File: src/rtl/pico_bridge_pkg.sv
// Shared types and constants for the PicoRV32 native-memory to AXI-lite bridge.
// No logic here, so no latency.
// No flow control here either.
package pico_bridge_pkg;

  // Transaction sequencer states
  typedef enum logic [2:0] {
    IDLE  = 3'd0,
    RADDR = 3'd1,
    RDATA = 3'd2,
    WREQ  = 3'd3,
    WRESP = 3'd4,
    DONE  = 3'd5,
    ERROR = 3'd6
  } bridge_state_e;

  // AXI protection encodings: bit 2 marks an instruction access
  localparam logic [2:0] PROT_DATA  = 3'b000;
  localparam logic [2:0] PROT_INSTR = 3'b100;

endpackage

File: src/rtl/pico_bridge_watchdog.sv
// Per-transaction watchdog: counts busy cycles and flags when the limit is hit.
// expired_o is combinational and rises during the TIMEOUT_CYCLES-th enabled cycle.
// No backpressure; a TIMEOUT_CYCLES of 0 disables the watchdog.
module pico_bridge_watchdog #(
  parameter int TIMEOUT_CYCLES = 1024
) (
  input  logic clk,
  input  logic rst,
  input  logic clr_i,
  input  logic en_i,
  output logic expired_o
);

  localparam int CW = (TIMEOUT_CYCLES > 1) ? $clog2(TIMEOUT_CYCLES) : 1;
  localparam logic [CW-1:0] LAST = CW'((TIMEOUT_CYCLES > 0) ? TIMEOUT_CYCLES - 1 : 0);
  localparam bit ENABLED = (TIMEOUT_CYCLES > 0);

  logic [CW-1:0] cnt_q, cnt_d;

  // The cycle that would take the count to the limit is the expiry cycle
  assign expired_o = ENABLED && en_i && (cnt_q == LAST);

  // Next count: clear wins, then count up while enabled, holding at the limit
  always_comb begin
    cnt_d = cnt_q;
    if (clr_i) begin
      cnt_d = '0;
    end else if (en_i && (cnt_q != LAST)) begin
      cnt_d = cnt_q + CW'(1);
    end
  end

  // Count register
  always_ff @(posedge clk or posedge rst) begin
    if (rst) begin
      cnt_q <= '0;
    end else begin
      cnt_q <= cnt_d;
    end
  end

endmodule

File: src/rtl/pico_mem_axi_bridge.sv
// Bridges the PicoRV32 native memory port onto an AXI-lite master, one transaction at a time.
// mem_ready pulses one cycle after the R or B handshake; AXI valids come up the cycle after the request is latched.
// Waits indefinitely on AXI ready/valid until the watchdog fires; a timeout parks in ERROR until reset.
module pico_mem_axi_bridge
  import pico_bridge_pkg::*;
#(
  parameter int NODE_ID        = 0,
  parameter int ADDR_W         = 32,
  parameter int DATA_W         = 32,
  parameter int TIMEOUT_CYCLES = 1024,
  parameter int CNT_W          = 16
) (
  input  logic                  clk,
  input  logic                  res,
  // native memory port
  input  logic                  mem_valid,
  input  logic                  mem_instr,
  input  logic [ADDR_W-1:0]     mem_addr,
  input  logic [DATA_W-1:0]     mem_wdata,
  input  logic [DATA_W/8-1:0]   mem_wstrb,
  output logic                  mem_ready,
  output logic [DATA_W-1:0]     mem_rdata,
  // AXI-lite master
  output logic                  m_axi_awvalid,
  input  logic                  m_axi_awready,
  output logic [ADDR_W-1:0]     m_axi_awaddr,
  output logic [2:0]            m_axi_awprot,
  output logic                  m_axi_wvalid,
  input  logic                  m_axi_wready,
  output logic [DATA_W-1:0]     m_axi_wdata,
  output logic [DATA_W/8-1:0]   m_axi_wstrb,
  input  logic                  m_axi_bvalid,
  output logic                  m_axi_bready,
  input  logic [1:0]            m_axi_bresp,
  output logic                  m_axi_arvalid,
  input  logic                  m_axi_arready,
  output logic [ADDR_W-1:0]     m_axi_araddr,
  output logic [2:0]            m_axi_arprot,
  input  logic                  m_axi_rvalid,
  output logic                  m_axi_rready,
  input  logic [DATA_W-1:0]     m_axi_rdata,
  input  logic [1:0]            m_axi_rresp,
  // status
  output logic                  bus_err,
  output logic [CNT_W-1:0]      rd_cnt,
  output logic [CNT_W-1:0]      wr_cnt,
  output logic [7:0]            node_id_o,
  output logic [ADDR_W-1:0]     cur_addr_for_sim
);

  bridge_state_e         state_q, state_d;
  logic [ADDR_W-1:0]     addr_q, addr_d;
  logic [DATA_W-1:0]     wdata_q, wdata_d;
  logic [DATA_W/8-1:0]   wstrb_q, wstrb_d;
  logic                  instr_q, instr_d;
  logic [DATA_W-1:0]     rdata_q, rdata_d;
  logic                  aw_pend_q, aw_pend_d;
  logic                  w_pend_q, w_pend_d;
  logic [CNT_W-1:0]      rd_cnt_q, rd_cnt_d;
  logic [CNT_W-1:0]      wr_cnt_q, wr_cnt_d;
  logic                  ar_hs, aw_hs, w_hs;
  logic                  wd_en, wd_clr, wd_expired;
  logic                  unused_resp;

  // Response codes carry no information this bridge acts on
  assign unused_resp = ^{m_axi_rresp, m_axi_bresp};

  // Channel controls decode straight from registered state, so they are glitch-free
  assign m_axi_arvalid = (state_q == RADDR);
  assign m_axi_rready  = (state_q == RDATA);
  assign m_axi_awvalid = (state_q == WREQ) && aw_pend_q;
  assign m_axi_wvalid  = (state_q == WREQ) && w_pend_q;
  assign m_axi_bready  = (state_q == WRESP);
  assign mem_ready     = (state_q == DONE);
  assign bus_err       = (state_q == ERROR);

  assign m_axi_araddr  = addr_q;
  assign m_axi_awaddr  = addr_q;
  assign m_axi_wdata   = wdata_q;
  assign m_axi_wstrb   = wstrb_q;
  assign m_axi_arprot  = instr_q ? PROT_INSTR : PROT_DATA;
  assign m_axi_awprot  = PROT_DATA;

  assign mem_rdata        = rdata_q;
  assign rd_cnt           = rd_cnt_q;
  assign wr_cnt           = wr_cnt_q;
  assign node_id_o        = 8'(NODE_ID);
  assign cur_addr_for_sim = addr_q;

  assign ar_hs = m_axi_arvalid && m_axi_arready;
  assign aw_hs = m_axi_awvalid && m_axi_awready;
  assign w_hs  = m_axi_wvalid && m_axi_wready;

  // Watchdog runs across every bus-waiting state of one transaction
  assign wd_clr = (state_q == IDLE);
  assign wd_en  = (state_q == RADDR) || (state_q == RDATA) ||
                  (state_q == WREQ)  || (state_q == WRESP);

  pico_bridge_watchdog #(
    .TIMEOUT_CYCLES(TIMEOUT_CYCLES)
  ) u_watchdog (
    .clk      (clk),
    .rst      (res),
    .clr_i    (wd_clr),
    .en_i     (wd_en),
    .expired_o(wd_expired)
  );

  // Next-state and datapath update; an expiring watchdog overrides any handshake this cycle
  always_comb begin
    state_d   = state_q;
    addr_d    = addr_q;
    wdata_d   = wdata_q;
    wstrb_d   = wstrb_q;
    instr_d   = instr_q;
    rdata_d   = rdata_q;
    aw_pend_d = aw_pend_q;
    w_pend_d  = w_pend_q;
    rd_cnt_d  = rd_cnt_q;
    wr_cnt_d  = wr_cnt_q;
    case (state_q)
      IDLE: begin
        if (mem_valid) begin
          addr_d    = mem_addr;
          wdata_d   = mem_wdata;
          wstrb_d   = mem_wstrb;
          instr_d   = mem_instr;
          aw_pend_d = |mem_wstrb;
          w_pend_d  = |mem_wstrb;
          state_d   = (|mem_wstrb) ? WREQ : RADDR;
        end
      end
      RADDR: begin
        if (wd_expired)  state_d = ERROR;
        else if (ar_hs)  state_d = RDATA;
      end
      RDATA: begin
        if (wd_expired) begin
          state_d = ERROR;
        end else if (m_axi_rvalid) begin
          rdata_d = m_axi_rdata;
          if (!(&rd_cnt_q)) rd_cnt_d = rd_cnt_q + CNT_W'(1);
          state_d = DONE;
        end
      end
      WREQ: begin
        if (wd_expired) begin
          state_d = ERROR;
        end else begin
          aw_pend_d = aw_pend_q && !aw_hs;
          w_pend_d  = w_pend_q && !w_hs;
          if (!aw_pend_d && !w_pend_d) state_d = WRESP;
        end
      end
      WRESP: begin
        if (wd_expired) begin
          state_d = ERROR;
        end else if (m_axi_bvalid) begin
          if (!(&wr_cnt_q)) wr_cnt_d = wr_cnt_q + CNT_W'(1);
          state_d = DONE;
        end
      end
      DONE:    state_d = IDLE;
      ERROR:   state_d = ERROR;
      default: state_d = IDLE;
    endcase
  end

  // State and datapath registers
  always_ff @(posedge clk or posedge res) begin
    if (res) begin
      state_q   <= IDLE;
      addr_q    <= '0;
      wdata_q   <= '0;
      wstrb_q   <= '0;
      instr_q   <= 1'b0;
      rdata_q   <= '0;
      aw_pend_q <= 1'b0;
      w_pend_q  <= 1'b0;
      rd_cnt_q  <= '0;
      wr_cnt_q  <= '0;
    end else begin
      state_q   <= state_d;
      addr_q    <= addr_d;
      wdata_q   <= wdata_d;
      wstrb_q   <= wstrb_d;
      instr_q   <= instr_d;
      rdata_q   <= rdata_d;
      aw_pend_q <= aw_pend_d;
      w_pend_q  <= w_pend_d;
      rd_cnt_q  <= rd_cnt_d;
      wr_cnt_q  <= wr_cnt_d;
    end
  end

endmodule

File: config.mk
export PLATFORM = sky130hd
export DESIGN_NAME = pico_mem_axi_bridge
export DESIGN_NICKNAME = d
export VERILOG_FILES = /design/src/rtl/pico_bridge_pkg.sv /design/src/rtl/pico_bridge_watchdog.sv /design/src/rtl/pico_mem_axi_bridge.sv
export SDC_FILE = /design/constraint.sdc
export NUM_CORES = 1
export LEC_CHECK = 0
export ABC_AREA = 1
export BUFFER_PORTS_ARGS = -buffer_cell sky130_fd_sc_hd__buf_4
export CAP_MARGIN = 20
export CORE_ASPECT_RATIO = 0.6
export CORE_UTILIZATION = 48
export DETAILED_ROUTE_END_ITERATION = 10
export PLACE_DENSITY = 0.81
export SYNTH_ARGS = -nofsm -noshare
export SYNTH_HDL_FRONTEND = slang
export SYNTH_HIERARCHICAL = 1
export SYNTH_SLANG_ARGS = --single-unit
File: constraint.sdc
create_clock -name clk -period 5.6 [get_ports clk]
set_clock_uncertainty 0.1 [all_clocks]
set_input_delay 1.12 -clock clk [delete_from_list [all_inputs] [get_ports clk]]
set_output_delay 1.12 -clock clk [all_outputs]
set_load 0.01 [all_outputs]
Word-level counts from Yosys, hierarchy flattened

Index checks and enable logic that the tools add are counted.

Add/subtract/negate cells: 3
Muxes and demuxes: 19
Equal/unequal tests: 14
Reduce and logical (&&, ||, !) cells: 29
Bitwise operators: 3

Operator list:

| cell                    | count |
|---|---|
| $add A16 B1 Y16 const B | 2 |
| $reduce_and A16 Y1      | 2 |
| $mux W3                 | 10 |
| $mux W10                | 2 |
| $pmux W3 S6             | 1 |
| $add A10 B1 Y10 const B | 1 |
| $eq A10 B10 Y1 const B  | 1 |
| $logic_and A1 B1 Y1     | 10 |
| $ne A10 B10 Y1 const B  | 1 |
| $eq A3 B3 Y1 const B    | 3 |
| $reduce_and A4 Y1       | 2 |
| $eq A3 B2 Y1 const B    | 2 |
| $ne A3 B1 Y1 const B    | 2 |
| $ne A3 B2 Y1 const B    | 2 |
| $reduce_and A3 Y1       | 2 |
| $reduce_and A5 Y1       | 1 |
| $logic_not A1 Y1        | 4 |
| $ne A2 B2 Y1 const B    | 2 |
| $pmux W1 S2             | 2 |
| $reduce_bool A2 Y1      | 2 |
| $reduce_or A4 Y1        | 1 |
| $eq A3 B1 Y1 const B    | 1 |
| $logic_not A3 Y1        | 1 |
| $logic_or A1 B1 Y1      | 3 |
| 4 further kinds         | 8 |

Bits in registers: 148
Output and inout port bits: 217
Bits of input ports: 113
Logic and storage cells: 79

Logic depth before layout (Yosys ltp)

Depth after elaboration: 10
Depth in mapped cells: 15
Mapped depth without buffers: 12

Modules after synthesis

The synthesis kept the hierarchy.

Modules (own cells, without submodules):

| module               | area each (sq um) | sequential area each (sq um) | cells an instance | instances |
|---|---|---|---|---|
| pico_mem_axi_bridge  | 6872.8            | 3453.3                       | 709               | 1 |
| pico_bridge_watchdog | 670.6             | 250.2                        | 104               | 1 |

Worst setup path after synthesis

No wires, ideal clock.

Kind: register to output
From: reg state_q[2]
To: out m_axi_awvalid
Arrival: 0.990 ns
Buffers on the path: 1
Cell stages (with the launch flop): 5
Setup slack: 3.390 ns
Data required time: 4.380 ns
Path through: dfrtp_1 -> buf_2 -> nor2_1 -> inv_1 -> nor2_1

Cells in the longest elaborated chain, start to end: 2

RTL lines:

| element                | RTL line                   | RTL |
|---|---|---|
| from (decl)            | pico_mem_axi_bridge.sv:51  | `bridge_state_e state_q, state_d;` |
| from (signal assigned) | pico_mem_axi_bridge.sv:183 | `state_q <= state_d;` |
| $eq A3 B2 Y1           | pico_mem_axi_bridge.sv:71  | `assign m_axi_awvalid = (state_q == WREQ) && aw_pend_q;` |
| $logic_and A1 B1 Y1    | pico_mem_axi_bridge.sv:71  |  |
| to (decl)              | pico_mem_axi_bridge.sv:24  | `output logic m_axi_awvalid,` |

Every way passes these cells.

Worst setup path after layout

From: reg state_q[0]
To: reg rd_cnt_q[7] (netlist: rd_cnt[7])

Cells in the longest elaborated chain, start to end: 7
Elaborated cells between the ends (all ways): 10
Those cells by class: eq/ne (4); bitwise (1); reduce/logical (5)

RTL lines:

| element                                             | RTL line                   | RTL |
|---|---|---|
| $eq A3 B1 Y1 / $eq A3 B2 Y1 (equally long branches) | pico_mem_axi_bridge.sv:96  | `assign wd_en = (state_q == RADDR) \|\| (state_q == RDATA) \|\|` |
| $logic_or A1 B1 Y1 (2 in series)                    | pico_mem_axi_bridge.sv:96  |  |
| $logic_or A1 B1 Y1 *                                | pico_mem_axi_bridge.sv:97  | `(state_q == WREQ) \|\| (state_q == WRESP);` |
| via wd_en                                           | pico_mem_axi_bridge.sv:62  | `logic wd_en, wd_clr, wd_expired;` |
| $logic_and A1 B1 Y1 *                               | pico_bridge_watchdog.sv:21 | `assign expired_o = ENABLED && en_i && (cnt_q == LAST);` |
| via wd_expired                                      | pico_mem_axi_bridge.sv:62  |  |
| $not A1 Y1 (no line) *                              | n/a                        |  |
| $reduce_and A4 Y1 (no line) *                       | n/a                        |  |
| to (signal assigned)                                | pico_mem_axi_bridge.sv:191 | `rd_cnt_q <= rd_cnt_d;` |
| to (decl)                                           | pico_mem_axi_bridge.sv:59  | `logic [CNT_W-1:0] rd_cnt_q, rd_cnt_d;` |

Mark *: on every way through the listed nets, which the timed path passes. The rest lies on a longest branch.
A chain may end at the register's enable or synchronous reset.

==> impl_metrics.toml <==
[layout]
area_growth_pct = 33.2
final_nets = 1173
layout-drive-gt1-share = 0.396
final_cell_mix = "313 x buf_4, 278 x nand2_1, 148 x dfrtp_1"
antenna_cells = 0
layout_commonest_cell = "buf_4"

[grt]
grt_max_degree = 94
grt_pass1_wl_um = 30200
antenna_found_initial = 0
grt.total_usage = 0.241
grt_pass1_vias = 5680
gr-total-overflow = 0

[place]
preCtsSetupSlack_ns = 2.33
detailed_place_hpwl_um = 14600
gp_congestion = 0.892
numPortBuffers = 312

[synthesis]
synth_cell_types = 38
synth_cells = 813
yosys_warnings = 6
synth-seq-area-share = 0.491
syn_area_sq_um = 7540
synth_area_leaders = "dfrtp_1 49%, nand2_1 14%, buf_4 8.0%"
yosysTopAreaCellShare = 0.491
synthArstFlopShare = 1.00
ys.flop_type = "dfrtp_1"
synth_seq_cells = 148
synth_edf_count = 0
avgSynthCellArea_sq_um = 9.28
synth_area_leader_cell = "dfrtp_1"

[critical_path]
crit_required_ns = 5.85
critPathArrivalTime_ns = 3.57
endpoint_kind = "flop"
cp_max_fo = 35
start_kind = "flop"
worstSetupPathType = "flop to flop"

[timing]
drv_slew = 0
max_slew_margin = 0.431
setup_ws_ns = 2.28
tightest_slew_ns = 0.854
fin_crit_ns = 3.32
finalSetupViolations = 0
period_share = 0.593
rsz0062_at_grt = "no"
fin_setup_tns_ns = 0
final-hold-violation-count = 0
max_freq_ghz = 0.301

[clock_tree]
cts.clk_slew.worst_paths_ns = 0.07
cts_tree = "done"
cts_max_path_buffers = 2
cts_resized = 0
htreeDepth = 4
cts_setup_buffers = 0
numClockSinks = 148
clk_latency_ns = 0.41
cts_hold_buffers = 0
numCtsBuffers = 17
cts_root_buf = "clkbuf_16"

[flow_run]
maxCapViolCount = 0

[die]
die_h_um = 99.1
initial_core_util = 0.491
rows = 35
coreArea_sq_um = 15400
die_w_um = 164
ios = 330
dieArea_sq_um = 16200

[detailed_routing]
first_pass_iters = 5
antenna_left = 0
wire_per_inst_um = 15.3
wl_um = 19500
vias_per_cell = 4.86
vias = 6182
drc = 0
dr.first_iter.drc_count = 424

[pwr]
power_switching_share = 0.370
p_int_mw = 3.39
power.total_mw = 5.38
switching_power_mw = 1.99
power_frac_seq = 0.344
ir_worst_vdd_v = 0.000337
pwr-share-clk = 0.209
p_per_area_nw_per_um2 = 535
power_frac_comb = 0.447
leakagePower_nw = 5.39

[outcome]
status = "completed"

[worst_hold_path]
hp-class = "flop to flop"
[power by group through the flow]
stage	combinational, mW	sequential, mW	clock [mW]
after floorplan	1.40	1.95	0
after global placement	2.36	1.84	0
after detailed placement	2.41	1.87	0
after CTS	2.42	1.85	1.15
after global routing	2.61	1.91	1.20
final	2.40	1.85	1.12
[flip-flops by register name, summed over array words and instances, names as in the netlist]
signal	flops
cur_addr_for_sim	32
wr_cnt	16
m_axi_wstrb	4
aw_pend_q	1
u_watchdog/cnt_q	10
mem_rdata	32
w_pend_q	1
state_q	3
rd_cnt	16
m_axi_wdata	32
instr_q	1
[final cells by class]
| cell class | instances | area (sq um) |
|---|---|---|
| Inverter | 50 | 193 |
| Timing Repair Buffer | 314 | 2380 |
| Multi-Input combinational cell | 526 | 2940 |
| Clock buffer | 18 | 439 |
| Fill cell | 1243 | 5320 |
| Tap cell | 203 | 254 |
| Clock inverter | 14 | 143 |
| Sequential cell | 148 | 3700 |
[per-layer routing]
metal / GRT usage / vias up / wire length, um / part of all wire
li1: - / 2969 / - / -
met1: 0.326 / 3007 / 8580 / 0.44
met2: 0.397 / 180 / 9680 / 0.50
met3: 0.0496 / 26 / 880 / 0.045
met4: 0.0641 / 0 / 362 / 0.019
met5: 0 / - / 0 / 0
[cells in the mapped netlist, drive strengths merged (3+ instances only)]
cell    number
mux2        65
a21oi        3
nand4        9
dfrtp      148
o21ai       12
clkbuf       4
nand3       38
buf         97
xor2        14
inv         49
nor2        54
nand2      285
xnor2       11
a31oi        3
nor3         9
nand3b       3
ha           3
[metrics by stage]
step                utilization  instances  hold WS [ns]  instance area [sq um]
floorplan                     -        825         0.383                   7590
global placement          0.614       1240         0.363                   9440
detailed placement        0.614       1240         0.366                   9440
CTS                       0.652       1272         0.383                  10000
global route              0.654       1273         0.405                  10100
finish                    0.654       1273         0.379                  10100
[kinds of logic (layout without fill, tap and decap cells)]
| group | after synthesis | in the layout | synth area share |
|---|---|---|---|
| DFF | 148 | 148 | 0.491 |
| and+or+nand+nor | 401 | 401 | 0.226 |
| AOI/OAI and AO/OA | 19 | 19 | 0.0154 |
| buffers and inverters | 151 | 396 | 0.126 |
| other | 1 | 13 | 0.000497 |
| muxes | 65 | 65 | 0.107 |
| adders and majority gates | 3 | 3 | 0.00498 |
| xor gates and xnor gates | 25 | 25 | 0.0290 |
[path summary, 6_finish.rpt]
check	endpoint	from	cells past startpoint	slack, ns
hold reg to reg	mem_rdata[14]$_DFFE_PP0P_	mem_rdata[14]$_DFFE_PP0P_	2	0.38
setup / recovery	rd_cnt[7]$_DFFE_PP0P_	state_q[0]$_DFFE_PP0P_	12	2.28
hold / removal	mem_rdata[14]$_DFFE_PP0P_	mem_rdata[14]$_DFFE_PP0P_	2	0.38
max in group asynchronous	m_axi_wdata[21]$_DFFE_PP0P_	res	3	3.48
setup reg to reg	rd_cnt[7]$_DFFE_PP0P_	state_q[0]$_DFFE_PP0P_	12	2.28
min in group asynchronous	u_watchdog/cnt_q[3]$_DFFE_PP0P_	res	2	0.64
[worst max-delay path, cell delays in order (launching register included)]
cell	delay (ns)
dfrtp_1	0.57
nand2_1	0.10
nor2_1	0.20
inv_1	0.17
nand4_1	0.16
inv_1	0.07
nor2_1	0.43
inv_1	0.20
nand3_4	0.41
inv_2	0.39
nand2_4	0.30
nand2_1	0.09
nand2_1	0.08
No activity file was read; power rests on OpenSTA's default activity.
